===== src/rtl/kmul_pkg.sv =====
// kmul_pkg: shared definitions for the Karatsuba multiplier/divider family.
// Holds default operand widths, the divider state encoding and a helper that
// sizes the bit counter for a given operand width.
`timescale 1ns/1ps
package kmul_pkg;

  localparam int unsigned M_DEF = 32;  // operand / quotient / remainder width
  localparam int unsigned N_DEF = 64;  // dividend (product) width, always 2*M

  typedef enum logic [1:0] {
    IDLE = 2'd0,
    CALC = 2'd1,
    DONE = 2'd2
  } div_state_e;

  // Counter must hold M-1; guard M=1 so the width never collapses to zero.
  function automatic int unsigned cnt_width(input int unsigned m);
    return (m > 1) ? $clog2(m) : 1;
  endfunction

  localparam int unsigned CNT_W_DEF = cnt_width(M_DEF);

endpackage


===== src/rtl/karatsuba_div_seq_if.sv =====
// karatsuba_div_seq_if: request/response bundle of the sequential divider.
//   request : in_valid, in_ready, C (N-bit dividend), B (M-bit divisor)
//   response: out_valid, out_ready, Q, R (M-bit), div_by_zero, overflow
// master = requester (drives the request, consumes the response)
// slave  = the divider
`timescale 1ns/1ps
interface karatsuba_div_seq_if
  import kmul_pkg::*;
#(
  parameter int unsigned M = M_DEF,
  parameter int unsigned N = N_DEF
);

  logic         in_valid;
  logic         in_ready;
  logic [N-1:0] C;
  logic [M-1:0] B;
  logic         out_valid;
  logic         out_ready;
  logic [M-1:0] Q;
  logic [M-1:0] R;
  logic         div_by_zero;
  logic         overflow;

  modport master (
    output in_valid, C, B, out_ready,
    input  in_ready, out_valid, Q, R, div_by_zero, overflow
  );

  modport slave (
    input  in_valid, C, B, out_ready,
    output in_ready, out_valid, Q, R, div_by_zero, overflow
  );

endinterface


===== src/rtl/div_step.sv =====
// div_step: one combinational restoring-division stage.
//   rem      in  M  partial remainder (always < b, so M bits suffice)
//   bit_in   in  1  next dividend bit shifted in below the remainder
//   b        in  M  divisor
//   rem_next out M  remainder after the trial subtraction
//   q_bit    out 1  quotient bit (1 when the subtraction was kept)
`timescale 1ns/1ps
module div_step
  import kmul_pkg::*;
#(
  parameter int unsigned M = M_DEF
) (
  input  logic [M-1:0] rem,
  input  logic         bit_in,
  input  logic [M-1:0] b,
  output logic [M-1:0] rem_next,
  output logic         q_bit
);

  logic [M:0] t;

  assign t     = {rem, bit_in};
  assign q_bit = (t >= {1'b0, b});
  // When t >= b the difference is < b < 2^M, so the low M bits are exact.
  assign rem_next = q_bit ? (t[M-1:0] - b) : t[M-1:0];

endmodule


===== src/rtl/karatsuba_div_seq.sv =====
// karatsuba_div_seq: sequential restoring divider, C = Q*B + R.
// One quotient bit per cycle in CALC; divide-by-zero and quotient overflow
// are detected at accept time and go straight to DONE.
//   clk, rst  clock, asynchronous active-high reset
//   bus       slave side of karatsuba_div_seq_if (request + response)
`timescale 1ns/1ps
module karatsuba_div_seq
  import kmul_pkg::*;
#(
  parameter int unsigned M = M_DEF,
  parameter int unsigned N = N_DEF
) (
  input logic                  clk,
  input logic                  rst,
  karatsuba_div_seq_if.slave   bus
);

  localparam int unsigned CW = cnt_width(M);

  div_state_e state_q, state_d;
  logic [CW-1:0] cnt_q, cnt_d;
  logic [M-1:0]  rem_q, rem_d;   // partial remainder; doubles as R in DONE
  logic [M-1:0]  sh_q, sh_d;     // low dividend half, consumed MSB first
  logic [M-1:0]  quo_q, quo_d;
  logic [M-1:0]  b_q, b_d;
  logic          dbz_q, dbz_d;
  logic          ovf_q, ovf_d;

  logic [M-1:0]  step_rem;
  logic          step_q;

  div_step #(
    .M (M)
  ) u_step (
    .rem      (rem_q),
    .bit_in   (sh_q[M-1]),
    .b        (b_q),
    .rem_next (step_rem),
    .q_bit    (step_q)
  );

  always_comb begin
    state_d = state_q;
    cnt_d   = cnt_q;
    rem_d   = rem_q;
    sh_d    = sh_q;
    quo_d   = quo_q;
    b_d     = b_q;
    dbz_d   = dbz_q;
    ovf_d   = ovf_q;

    unique case (state_q)
      IDLE: begin
        if (bus.in_valid) begin
          b_d   = bus.B;
          dbz_d = 1'b0;
          ovf_d = 1'b0;
          if (bus.B == '0) begin
            dbz_d   = 1'b1;
            quo_d   = '1;
            rem_d   = bus.C[M-1:0];
            state_d = DONE;
          end else if (bus.C[N-1:M] >= bus.B) begin
            // Quotient would need more than M bits.
            ovf_d   = 1'b1;
            quo_d   = '1;
            rem_d   = '0;
            state_d = DONE;
          end else begin
            rem_d   = bus.C[N-1:M];
            sh_d    = bus.C[M-1:0];
            quo_d   = '0;
            cnt_d   = CW'(M - 1);
            state_d = CALC;
          end
        end
      end
      CALC: begin
        rem_d = step_rem;
        sh_d  = {sh_q[M-2:0], 1'b0};
        quo_d = {quo_q[M-2:0], step_q};
        cnt_d = cnt_q - 1'b1;
        if (cnt_q == '0) begin
          state_d = DONE;
        end
      end
      DONE: begin
        if (bus.out_ready) begin
          state_d = IDLE;
        end
      end
      default: state_d = IDLE;
    endcase
  end

  always_ff @(posedge clk or posedge rst) begin
    if (rst) begin
      state_q <= IDLE;
      cnt_q   <= '0;
      rem_q   <= '0;
      sh_q    <= '0;
      quo_q   <= '0;
      b_q     <= '0;
      dbz_q   <= 1'b0;
      ovf_q   <= 1'b0;
    end else begin
      state_q <= state_d;
      cnt_q   <= cnt_d;
      rem_q   <= rem_d;
      sh_q    <= sh_d;
      quo_q   <= quo_d;
      b_q     <= b_d;
      dbz_q   <= dbz_d;
      ovf_q   <= ovf_d;
    end
  end

  assign bus.in_ready    = (state_q == IDLE);
  assign bus.out_valid   = (state_q == DONE);
  assign bus.Q           = quo_q;
  assign bus.R           = rem_q;
  assign bus.div_by_zero = dbz_q;
  assign bus.overflow    = ovf_q;

endmodule

===== src/flat_wrapper.sv =====
// flat-port wrapper written by rule: the top's interface ports become plain ports
module karatsuba_div_seq_flat import kmul_pkg::*;
#(
  parameter int unsigned M = M_DEF,
  parameter int unsigned N = N_DEF
)
  (clk, rst, bus_in_valid, bus_C, bus_B, bus_out_ready, bus_in_ready, bus_out_valid, bus_Q, bus_R, bus_div_by_zero, bus_overflow);
  karatsuba_div_seq_if #(.M(M), .N(N)) bus_i ();
  input logic clk;
  input logic rst;
  input wire logic [$bits(bus_i.in_valid)-1:0] bus_in_valid;
  input wire logic [$bits(bus_i.C)-1:0] bus_C;
  input wire logic [$bits(bus_i.B)-1:0] bus_B;
  input wire logic [$bits(bus_i.out_ready)-1:0] bus_out_ready;
  output wire logic [$bits(bus_i.in_ready)-1:0] bus_in_ready;
  output wire logic [$bits(bus_i.out_valid)-1:0] bus_out_valid;
  output wire logic [$bits(bus_i.Q)-1:0] bus_Q;
  output wire logic [$bits(bus_i.R)-1:0] bus_R;
  output wire logic [$bits(bus_i.div_by_zero)-1:0] bus_div_by_zero;
  output wire logic [$bits(bus_i.overflow)-1:0] bus_overflow;
  assign bus_i.in_valid = bus_in_valid;
  assign bus_i.C = bus_C;
  assign bus_i.B = bus_B;
  assign bus_i.out_ready = bus_out_ready;
  assign bus_in_ready = bus_i.in_ready;
  assign bus_out_valid = bus_i.out_valid;
  assign bus_Q = bus_i.Q;
  assign bus_R = bus_i.R;
  assign bus_div_by_zero = bus_i.div_by_zero;
  assign bus_overflow = bus_i.overflow;
  karatsuba_div_seq #(.M(M), .N(N)) u_core (.clk(clk), .rst(rst), .bus(bus_i));
endmodule

===== config.mk =====
export PLATFORM = sky130hd
export DESIGN_NAME = karatsuba_div_seq_flat
export DESIGN_NICKNAME = d
export VERILOG_FILES = /design/src/rtl/kmul_pkg.sv /design/src/rtl/karatsuba_div_seq_if.sv /design/src/rtl/div_step.sv /design/src/rtl/karatsuba_div_seq.sv /design/src/flat_wrapper.sv
export SDC_FILE = /design/constraint.sdc
export NUM_CORES = 1
export LEC_CHECK = 0
export ABC_CLOCK_PERIOD_IN_PS = 5300
export BUFFER_PORTS_ARGS = -buffer_cell sky130_fd_sc_hd__buf_2
export CORE_MARGIN = 4
export CORE_UTILIZATION = 50
export DETAILED_ROUTE_END_ITERATION = 7
export PLACE_DENSITY_LB_ADDON = 0.1
export SETUP_SLACK_MARGIN = 0.15
export SLEW_MARGIN = 25
export SYNTH_ARGS = -nofsm -noshare
export SYNTH_HDL_FRONTEND = slang
export SYNTH_SLANG_ARGS = --single-unit

===== constraint.sdc =====
create_clock -name clk -period 5.3 [get_ports clk]
set_input_delay 1.06 -clock clk [delete_from_list [all_inputs] [get_ports clk]]
set_output_delay 1.06 -clock clk [all_outputs]
set_load 0.05 [all_outputs]

==> impl_results.md, run 1 <==
* Post-Synthesis Cells at 1107
* CTS sink cnt at 137
* Area fraction in and, or, nand and nor cells after synthesis at 19.3%
* Slew @ Worst Pin at 0.877 ns
* FILL cells at about 1600
* Post-Synth XOR/XNOR Area at 1.84%
* Worst skew pair latency at ~0.44 ns
* Dpl hpwl at 21300 um
* Unrepaired setup endpoints after global routing: no
* Die span in y at 142 um
* CP arrival at 4.07 ns
* Max Cap Violations at 0
* Final setup viols at 0
* Total Routed Length at roughly 29000 um
* Hold Crit Start: u_core.bus.overflow
* Critical Path End Type: register
* First-pass GRT wire length at 45900 um
* Number of diodes at 0
* Hold Path End: u_core.bus.overflow
* # IOs at 168
* Core box area at roughly 17000 um2
* Drt first pass iters at 5
* R2R Setup Slk at 1.66 ns
* Post_cts resized at 0
* Tcrit/Tclk final at 71.0%
* Worst Hold Class: reg2reg
* Vias in the first global route at 8284
* Hold buffer count at CTS at 0
* Die Wd at 142 um
* Yosys reg bits at between 100 and 150
* Initial DRC Count at 717
* GP Congestion at 0.900
* Main synth FF type: dfrtp_1
* Yosys warnings at 0
* Compound-cell area share of the yosys netlist at 23.7%
* Worst setup SP type: input port
* Synth Area in Adders at under 10%
* Synth cell types at 66
* Highest clock rate at 266 MHz
* Setup Skew at 0.00959 ns
* Max Slew Vio Count at 0
* Reg-to-reg critical path startpoint: u_core.bus.R[0]
* Post-synthesis mux area share at 1.33%
* Total GRT Usage at 28.9%
* Hold Path Depth at 2
* Status: finished, final reports clean
* Post-layout nets at 1407
* Via count at 8786
* Die footprint at between 20000 and 25000 um2
* Htree depth at 4
* Initial core utilization at approximately half
* Commonest non-fill, non-tap cell in the layout: nand2_1
* Sequential area share after synthesis at 38.0%
* EDFF count, synth at 0
* Most frequent cells in the layout: nand2_1, buf_2, dfrtp_1
* Core Rows at 48
* CTS Root Cell: clkbuf_16
* Worst slew margin at about 41%
* Net Count, Synth at 1274
* Fin crit period at 3.76 ns
* Initial antenna violation count at 2
* CTS tree: built
* Syn Area/Cell at 8.16 um2
* Remaining DRCs at 0
* Synth async-reset ratio at 100%
* Largest net degree at the start of global routing at 94
* Total gr overflow at 0
* DR WL/cell at 19.9 um
* CTS Buf Count at 17
* Routed Antenna Nets at 0
* Clock-pin slew on the worst setup and hold paths at 0.07 ns
* Critical Path RT at around 5.6 ns
* Setup_tns at 0 ns
* Reg2Reg Depth at 10
* RR Endpoint: u_core.bus.R[21]
* Layout cells sized above 1 at 18.7%
* Netlist Area Pre-Place at around 9000 um2
* Port bufs at ~170
* Post-CTS Setup Bufs at 0
* Clock Tree Buf Depth at 2
* Crit-path max FO at 36
* Vias per std cell at approximately 6
* Final Hold Viols at 0
* Largest family of logic cells by synthesized area: compound AO/OA/AOI/OAI gates
* Crit path kind: in2reg
* Area delta synth->final at 18.0%
* CP startpoint: bus_B[27]
==> Yosys cell counts, drive strengths merged, types with 3 or more instances <==
cell	count	area share, %
nand2	178	7.4
dfrtp	137	38
nor2	124	5.2
a21oi	83	4.6
inv	82	3.4
ha	66	9.1
o21ai	62	3.4
clkbuf	55	2.3
a31oi	40	2.9
a21o	27	2.2
nand3	27	1.5
nand4	17	1.2
a221o	16	1.8
a22oi	16	1.3
buf	13	0.73
mux2i	12	1.3
o211ai	12	1.0
a221oi	11	1.1
nor3	10	0.61
nor4	10	0.69
xnor2	10	0.97
o221ai	9	0.87
xor2	9	0.87
o21a	8	0.67
o31ai	8	0.87
nand2b	6	0.42
nor2b	6	0.50
and3	5	0.40
a211oi	4	0.33
and4	4	0.39
o21bai	4	0.33
o31a	3	0.30
==> final cells by class <==
class                   count  area, um2  share of cell area [%]
clock buffers              17        425                    3.99
clock inverters            14        186                    1.75
repair buffers            182        961                    9.02
flip-flops and latches    137       3430                    32.2
inverters                  82        313                    2.94
well taps                 225        282                    2.64
multi-input cells         820       5060                    47.5
==> worst max-delay path: stages <==
cell	delay (ns)
buf_2	0.15
inv_1	0.06
ha_1	0.30
nand4_1	0.20
nor4_1	0.62
o211ai_1	0.18
a21oi_1	0.43
nor3_4	0.08
buf_4	0.27
a221oi_1	0.35
nor3_1	0.11
a221o_1	0.27
==> worst max path at each step <==
stage | to | slack (ns) | cells past startpoint
floorplan | u_core.b_q[0] | 0.57 | 1
global placement | u_core.bus.R[21] | 1.23 | 12
detailed placement | u_core.bus.R[21] | 1.17 | 12
CTS | u_core.bus.R[21] | 1.62 | 12
global route | u_core.bus.R[21] | 1.46 | 10
finish | u_core.bus.R[21] | 1.54 | 12
==> sequential cells by signal, summed over array words and instances, names as in the netlist <==
| signal | flops |
|---|---|
| u_core.bus.div_by_zero | 1 |
| u_core.state_q | 2 |
| u_core.bus.Q | 32 |
| u_core.cnt_q | 5 |
| u_core.b_q | 32 |
| u_core.bus.overflow | 1 |
| u_core.bus.R | 32 |
| u_core.sh_q | 32 |
==> kinds of logic (layout without fill, tap and decap cells) <==
family / after synthesis / after routing
multiplexers: 12 / 12
flip-flops: 137 / 137
adder cells (fa/ha/maj): 67 / 67
XOR/XNOR: 19 / 19
AO/OA/AOI/OAI: 323 / 323
buffers and inverters: 150 / 295
AND/OR/NAND/NOR: 399 / 399
==> metrics by stage <==
step	worst slack [ns]	hold slack (ns)	std cells	cell area (um2)	utilization [%]
floorplan	0.572	0.450	1107	9030	-
finish	1.54	0.476	1477	10700	60.9
CTS	1.62	0.480	1477	10700	60.9
global route	1.46	0.518	1477	10700	60.9
detailed placement	1.17	0.465	1446	10000	57.4
global placement	1.23	0.458	1446	10000	57.4
==> layer usage <==
layer  wire, um  part of all wire, %  vias to the layer above  global-route usage, %
li1           -                    -                     4197                      -
met1      13300                   45                     4186                   41.6
met2      13300                   45                      356                   44.7
met3       2350                  8.0                       43                   6.72
met4        467                  1.6                        4                   6.25
met5         34                 0.12                        -                      0
Power of run 1 is not shown: default switching activity piles up to over one toggle a cycle in this logic, so the estimate is an artifact.
==> run 2, diff against run 1 <==
Settings changed: ABC_CLOCK_PERIOD_IN_PS 5300 to 3100.
Clock period 5.3 ns to 3.1 ns, I/O delays scaled along.
==> impl_results.md, run 2 (same netlist as run 1, synthesis figures left out) <==
* Status: finished, final reports clean (unchanged)
* Die Wd at 142 um (unchanged)
* Total GRT Usage at 28.9% (about the same)
* Post-route cell area at 11500 um2 (was 10700 um2)
* Port bufs at 167 (unchanged)
* Slew @ Worst Pin at 0.773 ns (was 0.877 ns)
* Final setup viols at 0 (unchanged)
* Dpl cells at 1502 (was 1446)
* Finished Layout Cells at 1548 (was 1477)
* Critical Path End Type: register (unchanged)
* Worst setup SP type: register (was input port)
* Clock-pin slew on the worst setup and hold paths at 0.06 ns (was 0.07 ns)
* Clock Tree Buf Depth at 2 (unchanged)
* Initial antenna violation count at 0 (was 2)
* R2R Setup Slk at 0.16 ns (was 1.66 ns)
* Crit-path leading delay family: compound AO/OA/AOI/OAI gates (unchanged)
* Critical Path RT at 3.42 ns (was 5.61 ns)
* Setup Skew at 0.00885 ns (was 0.00959 ns)
* Core box area at 17500 um2 (unchanged)
* Area delta synth->final at 27.9% (was 18.0%)
* Reg2Reg Depth at 13 (was 10)
* Dpl cell area at 10600 um2 (was 10000 um2)
* Number of diodes at 0 (unchanged)
* Number of cells on the critical path at 13 (was 12)
* Largest net degree at the start of global routing at 95 (was 94)
* Max Slew Vio Count at 0 (unchanged)
* Tcrit/Tclk final at 94.9%
* Worst slew margin at 48.4% (was 41.0%)
* Reg-to-reg critical path startpoint: u_core.sh_q[31] (was u_core.bus.R[0])
* DR WL/cell at 19.3 um (was 19.9 um)
* Routed Antenna Nets at 0 (unchanged)
* Post-layout nets at 1477 (was 1407)
* Fin crit period at 2.94 ns
* Remaining DRCs at 0 (unchanged)
* CP arrival at 3.26 ns (was 4.07 ns)
* CTS sink cnt at 137 (unchanged)
* Die footprint at 20300 um2 (unchanged)
* CTS Buf Count at 17 (unchanged)
* Drt first pass iters at 6 (was 5)
* Final Hold Viols at 0 (unchanged)
* Die span in y at 142 um (unchanged)
* # IOs at 168 (unchanged)
* Crit path kind: reg2reg (was in2reg)
* Max Cap Violations at 0 (unchanged)
* Dpl ws at -0.207 ns (was 1.17 ns)
* Worst skew pair latency at 0.42 ns (was 0.44 ns)
* CP max stage delay at 0.43 ns (was 0.62 ns)
* Buf/Inv on CP at 2 (was 3)
* Highest clock rate at 340 MHz
* Layout cells sized above 1 at 25.8% (was 18.7%)
* Commonest non-fill, non-tap cell in the layout: nand2_1 (unchanged)
* Vias per std cell at 5.90 (was 5.95)
* Most frequent cells in the layout: nand2_1, buf_2, dfrtp_1 (unchanged)
* RR Endpoint: u_core.bus.R[12] (was u_core.bus.R[21])
* Slowest cell on crit path: or4_4 (was nor4_1)
* Setup ws final at 0.157 ns (was 1.54 ns)
* Worst Hold Class: in2async (was reg2reg)
* Dpl hpwl at 21700 um (was 21300 um)
* Initial DRC Count at 823 (was 717)
* Vias in the first global route at 8760 (was 8284)
* Via count at 9137 (was 8786)
* Htree depth at 4 (unchanged)
* Crit-path max FO at 3 (was 36)
* Initial core utilization at 51.7% (unchanged)
* GP Congestion at 0.916 (was 0.900)
* Final Util at 66.1% (was 60.9%)
* CTS Root Cell: clkbuf_16 (unchanged)
* First-pass GRT wire length at 46400 um (was 45900 um)
* Worst path cell trace: inv_1, ha_2, fa_2, nor2b_4, o31a_1, or4_4, buf_6, a311o_1, a21o_1, a21oi_2, xnor2_1, mux2i_1, a221oi_1 (was buf_2, inv_1, ha_1, nand4_1, nor4_1, o211ai_1, a21oi_1, nor3_4, buf_4, a221oi_1, nor3_1, a221o_1)
* Total Routed Length at 29900 um (was 29500 um)
* Total gr overflow at 0 (unchanged)
* CTS tree: built (unchanged)
* Unrepaired setup endpoints after global routing: yes (was no)
* Core Rows at 48 (unchanged)
run 2: cell count changes in the layout (fill, tap and decap cells not counted), sizes merged:
cell,change
clkinvlp,+1
inv,-2
clkinv,+1
buf,+68
clkbuf,+3
run 2: metal layers:
layer	global-route usage, %	up-vias	share of wire, %
li1	-	4329	-
met3	5.65	64	7.9
met1	39.5	4329	43
met4	9.30	0	2.8
met2	46.6	415	46
met5	0	-	0
run 2: final cells by class:
class / instances / area (um2)
clock buffers: 18 / 439
clock inverters: 14 / 185
fillers: 1515 / 5930
inverters: 82 / 312
multi-input cells: 820 / 5300
flip-flops and latches: 137 / 3430
well taps: 225 / 282
repair buffers: 252 / 1600
run 2: worst reg2reg max path, delay by kind of cell (launching register included):
family / cells / cell delay, ns
AO/OA/AOI/OAI: 5 / 1.12
AND/OR/NAND/NOR: 2 / 0.48
adder cells (fa/ha/maj): 2 / 0.42
flip-flops: 1 / 0.40
buffers and inverters: 2 / 0.20
XOR/XNOR: 1 / 0.12
multiplexers: 1 / 0.09
run 2: worst max-delay path by stage:
stage | startpoint | to | slack (ns)
finish | u_core.sh_q[31] | u_core.bus.R[12] | 0.16
CTS | u_core.sh_q[31] | u_core.bus.R[12] | 0.12
detailed placement | bus_B[23] | u_core.bus.R[21] | -0.21
global route | u_core.sh_q[31] | u_core.bus.R[12] | 0.05
floorplan | u_core.bus.R[0] | u_core.bus.R[30] | 0.15
global placement | bus_B[23] | u_core.bus.R[21] | -0.20
run 2: through the flow:
step,hold slack [ns],setup TNS [ns]
floorplan,0.450,0
global placement,0.466,-1.25
detailed placement,0.466,-5.20
CTS,0.194,0
global route,0.221,0
finish,0.197,0
run 2: repair_timing:
action | CTS | global route
buffers inserted | 3 | 9
resized for setup | 7 | 40
hold buffers | 0 | 0
setup endpoints to repair | 7 | 52
cloned | 0 | 2
pin swaps | 12 | 18
Power of run 2 is left out for the same reason.
==> run 3, diff against run 2 <==
Settings changed: SYNTH_HIERARCHICAL set to 1.
==> impl_results.md, run 3 <==
* Top post-synthesis cells by area: dfrtp_1, nor2_1, ha_1, a21oi_1, nand2_1 (was dfrtp_1, ha_1, nand2_1, nor2_1, a21oi_1)
* Worst skew pair latency at 0.44 ns (was 0.42 ns)
* Commonest non-fill, non-tap cell in the layout: nor2_1 (was nand2_1)
* Count leader, synth: nor2_1 (was nand2_1)
* Post-layout nets at 1522 (was 1477)
* Area delta synth->final at 31.7% (was 27.9%)
* Syn Area/Cell at 8.09 um2 (was 8.16 um2)
* Setup ws final at -0.0260 ns (was 0.157 ns)
* CP arrival at 3.45 ns (was 3.26 ns)
* CTS tree: built (unchanged)
* Clock Tree Buf Depth at 2 (unchanged)
* Vias in the first global route at 8693 (was 8760)
* CTS sink cnt at 137 (unchanged)
* Sequential area share after synthesis at 37.9% (was 38.0%)
* Slew @ Worst Pin at 0.953 ns (was 0.773 ns)
* Critical Path RT at 3.42 ns (about the same)
* Drt first pass iters at 5 (was 6)
* Htree depth at 4 (unchanged)
* Main synth FF type: dfrtp_1 (unchanged)
* # IOs at 168 (unchanged)
* Worst Hold Class: in2async (unchanged)
* Layout cells sized above 1 at 31.8% (was 25.8%)
* CTS Root Cell: clkbuf_16 (unchanged)
* Clock-pin slew on the worst setup and hold paths at 0.07 ns (was 0.06 ns)
* Final Hold Viols at 0 (unchanged)
* Via count at 9032 (was 9137)
* Tcrit/Tclk final at 101% (was 94.9%)
* Tightest hold margin at 0.199 ns (was 0.197 ns)
* Vias per std cell at 5.67 (was 5.90)
* Die span in y at 142 um (about the same)
* Final Util at 67.9% (was 66.1%)
* Unrepaired setup endpoints after global routing: yes (unchanged)
* Synth async-reset ratio at 100% (unchanged)
* CTS Buf Count at 17 (unchanged)
* First-pass GRT wire length at 45100 um (was 46400 um)
* Highest clock rate at 320 MHz (was 340 MHz)
* Total Routed Length at 29000 um (was 29900 um)
* Core box area at 17500 um2 (about the same)
* Initial core utilization at 51.6% (was 51.7%)
* Failing checks: negative setup slack
* Status: finished with violations (was finished, final reports clean)
* Max Slew Vio Count at 0 (unchanged)
* Initial antenna violation count at 1 (was 0)
* Yosys warnings at 6 (was 0)
* Routed Antenna Nets at 0 (unchanged)
* Critical Path End Type: register (unchanged)
* Top cell type's share of synthesized area at 37.9% (was 38.0%)
* Total GRT Usage at 28.0% (was 28.9%)
* Largest net degree at the start of global routing at 82 (was 95)
* Fin crit period at 3.13 ns (was 2.94 ns)
* Max Cap Violations at 0 (unchanged)
* Area leader, netlist: dfrtp_1 (unchanged)
* Number of diodes at 0 (unchanged)
* Remaining DRCs at 0 (unchanged)
* Dpl ws at -0.175 ns (was -0.207 ns)
* Die Wd at 142 um (about the same)
* Net Count, Synth at 1285 (was 1274)
* Setup_tns at -0.0513 ns (was 0 ns)
* DR WL/cell at 18.2 um (was 19.3 um)
* Hold buffer count at CTS at 0 (unchanged)
* Post-Synthesis Cells at 1118 (was 1107)
* Core Rows at 48 (unchanged)
* Port bufs at 167 (unchanged)
* Crit path kind: reg2reg (unchanged)
* Synth cell types at 63 (was 66)
* Worst setup SP type: register (unchanged)
* Yosys reg bits at 137 (unchanged)
* Dpl hpwl at 20600 um (was 21700 um)
* Most frequent cells in the layout: nor2_1, buf_2, nand2_1 (was nand2_1, buf_2, dfrtp_1)
* Worst slew margin at 36.3% (was 48.4%)
* EDFF count, synth at 0 (unchanged)
* Setup Skew at 0.0147 ns (was 0.00885 ns)
* Final setup viols at 2 (was 0)
* Top post-synthesis cells by count: nor2_1, dfrtp_1, nand2_1, a21oi_1, inv_1 (was nand2_1, dfrtp_1, nor2_1, a21oi_1, inv_1)
* Die footprint at 20300 um2 (about the same)
* Netlist Area Pre-Place at 9040 um2 (was 9030 um2)
* GP Congestion at 0.918 (was 0.916)
* Crit-path max FO at 4 (was 3)
* Total gr overflow at 0 (unchanged)
* Initial DRC Count at 654 (was 823)
[run 3: changes by cell type after synthesis, moves of 18 or more]
cell,previous run,this run
a21oi_1,83,103
mux2_2,0,24
nand2_1,177,132
nand3_1,27,9
nor2_1,124,222
o22ai_1,2,33
[run 3: timing repair]
action,in CTS,in global routing
setup buffers,17,9
setup endpoints to repair,29,31
cloned,0,1
gates resized for setup,26,50
pin swaps,17,33
endpoints found under the hold margin,0,0
[run 3: cell families after synthesis]
family | count (synthesis) | share of synthesized area [%]
flops | 137 | 37.9
mux | 36 | 4.81
compound gates | 284 | 19.1
buf+inv | 140 | 6.31
fa+ha+maj | 67 | 9.35
xor+xnor | 26 | 2.52
simple gates | 428 | 20.0
[run 3: final timing paths]
| check | start | to | slack, ns | cells after the start |
|---|---|---|---|---|
| worst max-delay path | u_core/b_q[1] | u_core/bus.R[23] | -0.03 | 14 |
| worst min-delay path | rst | u_core/sh_q[21] | 0.20 | 2 |
| worst max register to register | u_core/b_q[1] | u_core/bus.R[23] | -0.03 | 14 |
| worst min register to register | u_core/b_q[2] | u_core/b_q[2] | 0.48 | 2 |
| max in group asynchronous | rst | u_core/bus.R[0] | 1.96 | 3 |
| min in group clk | bus_C[39] | u_core/bus.R[7] | 0.44 | 3 |
[run 3: final cells by class]
cell class / count / area (um2)
flip-flops and latches: 137 / 3440
inverters: 80 / 314
multi-input cells: 841 / 5430
repair buffers: 278 / 1830
well taps: 225 / 282
fillers: 1465 / 5630
clock inverters: 15 / 188
clock buffers: 17 / 425
[run 3: per-stage QoR]
step / cell area [um2] / cells
after floorplan: 9110 / 1118
after CTS: 11600 / 1583
after detailed placement: 10800 / 1534
after global routing: 11900 / 1593
after global placement: 10800 / 1534
final: 11900 / 1593
[run 3: routing by layer]
| layer | GRT usage [%] | share of wire [%] | vias up |
|---|---|---|---|
| met5 | 0 | 0.045 | - |
| met2 | 43.9 | 47 | 359 |
| met3 | 4.70 | 6.2 | 64 |
| met1 | 38.4 | 43 | 4267 |
| li1 | - | - | 4340 |
| met4 | 12.4 | 3.7 | 2 |
[run 3: critical path, cell delays in order (launching register included)]
cell and delay, ns:
dfrtp_1 0.39, inv_2 0.07, ha_4 0.20, nor2b_1 0.14, o2111a_1 0.27, o211ai_1 0.27, nor4b_4 0.32, and2b_2 0.31
a31o_4 0.26, xor2_2 0.15, mux2_4 0.28, nor2_4 0.11, nor2_2 0.05, a21oi_1 0.13, nor2_1 0.07
Power of run 3 is left out for the same reason.
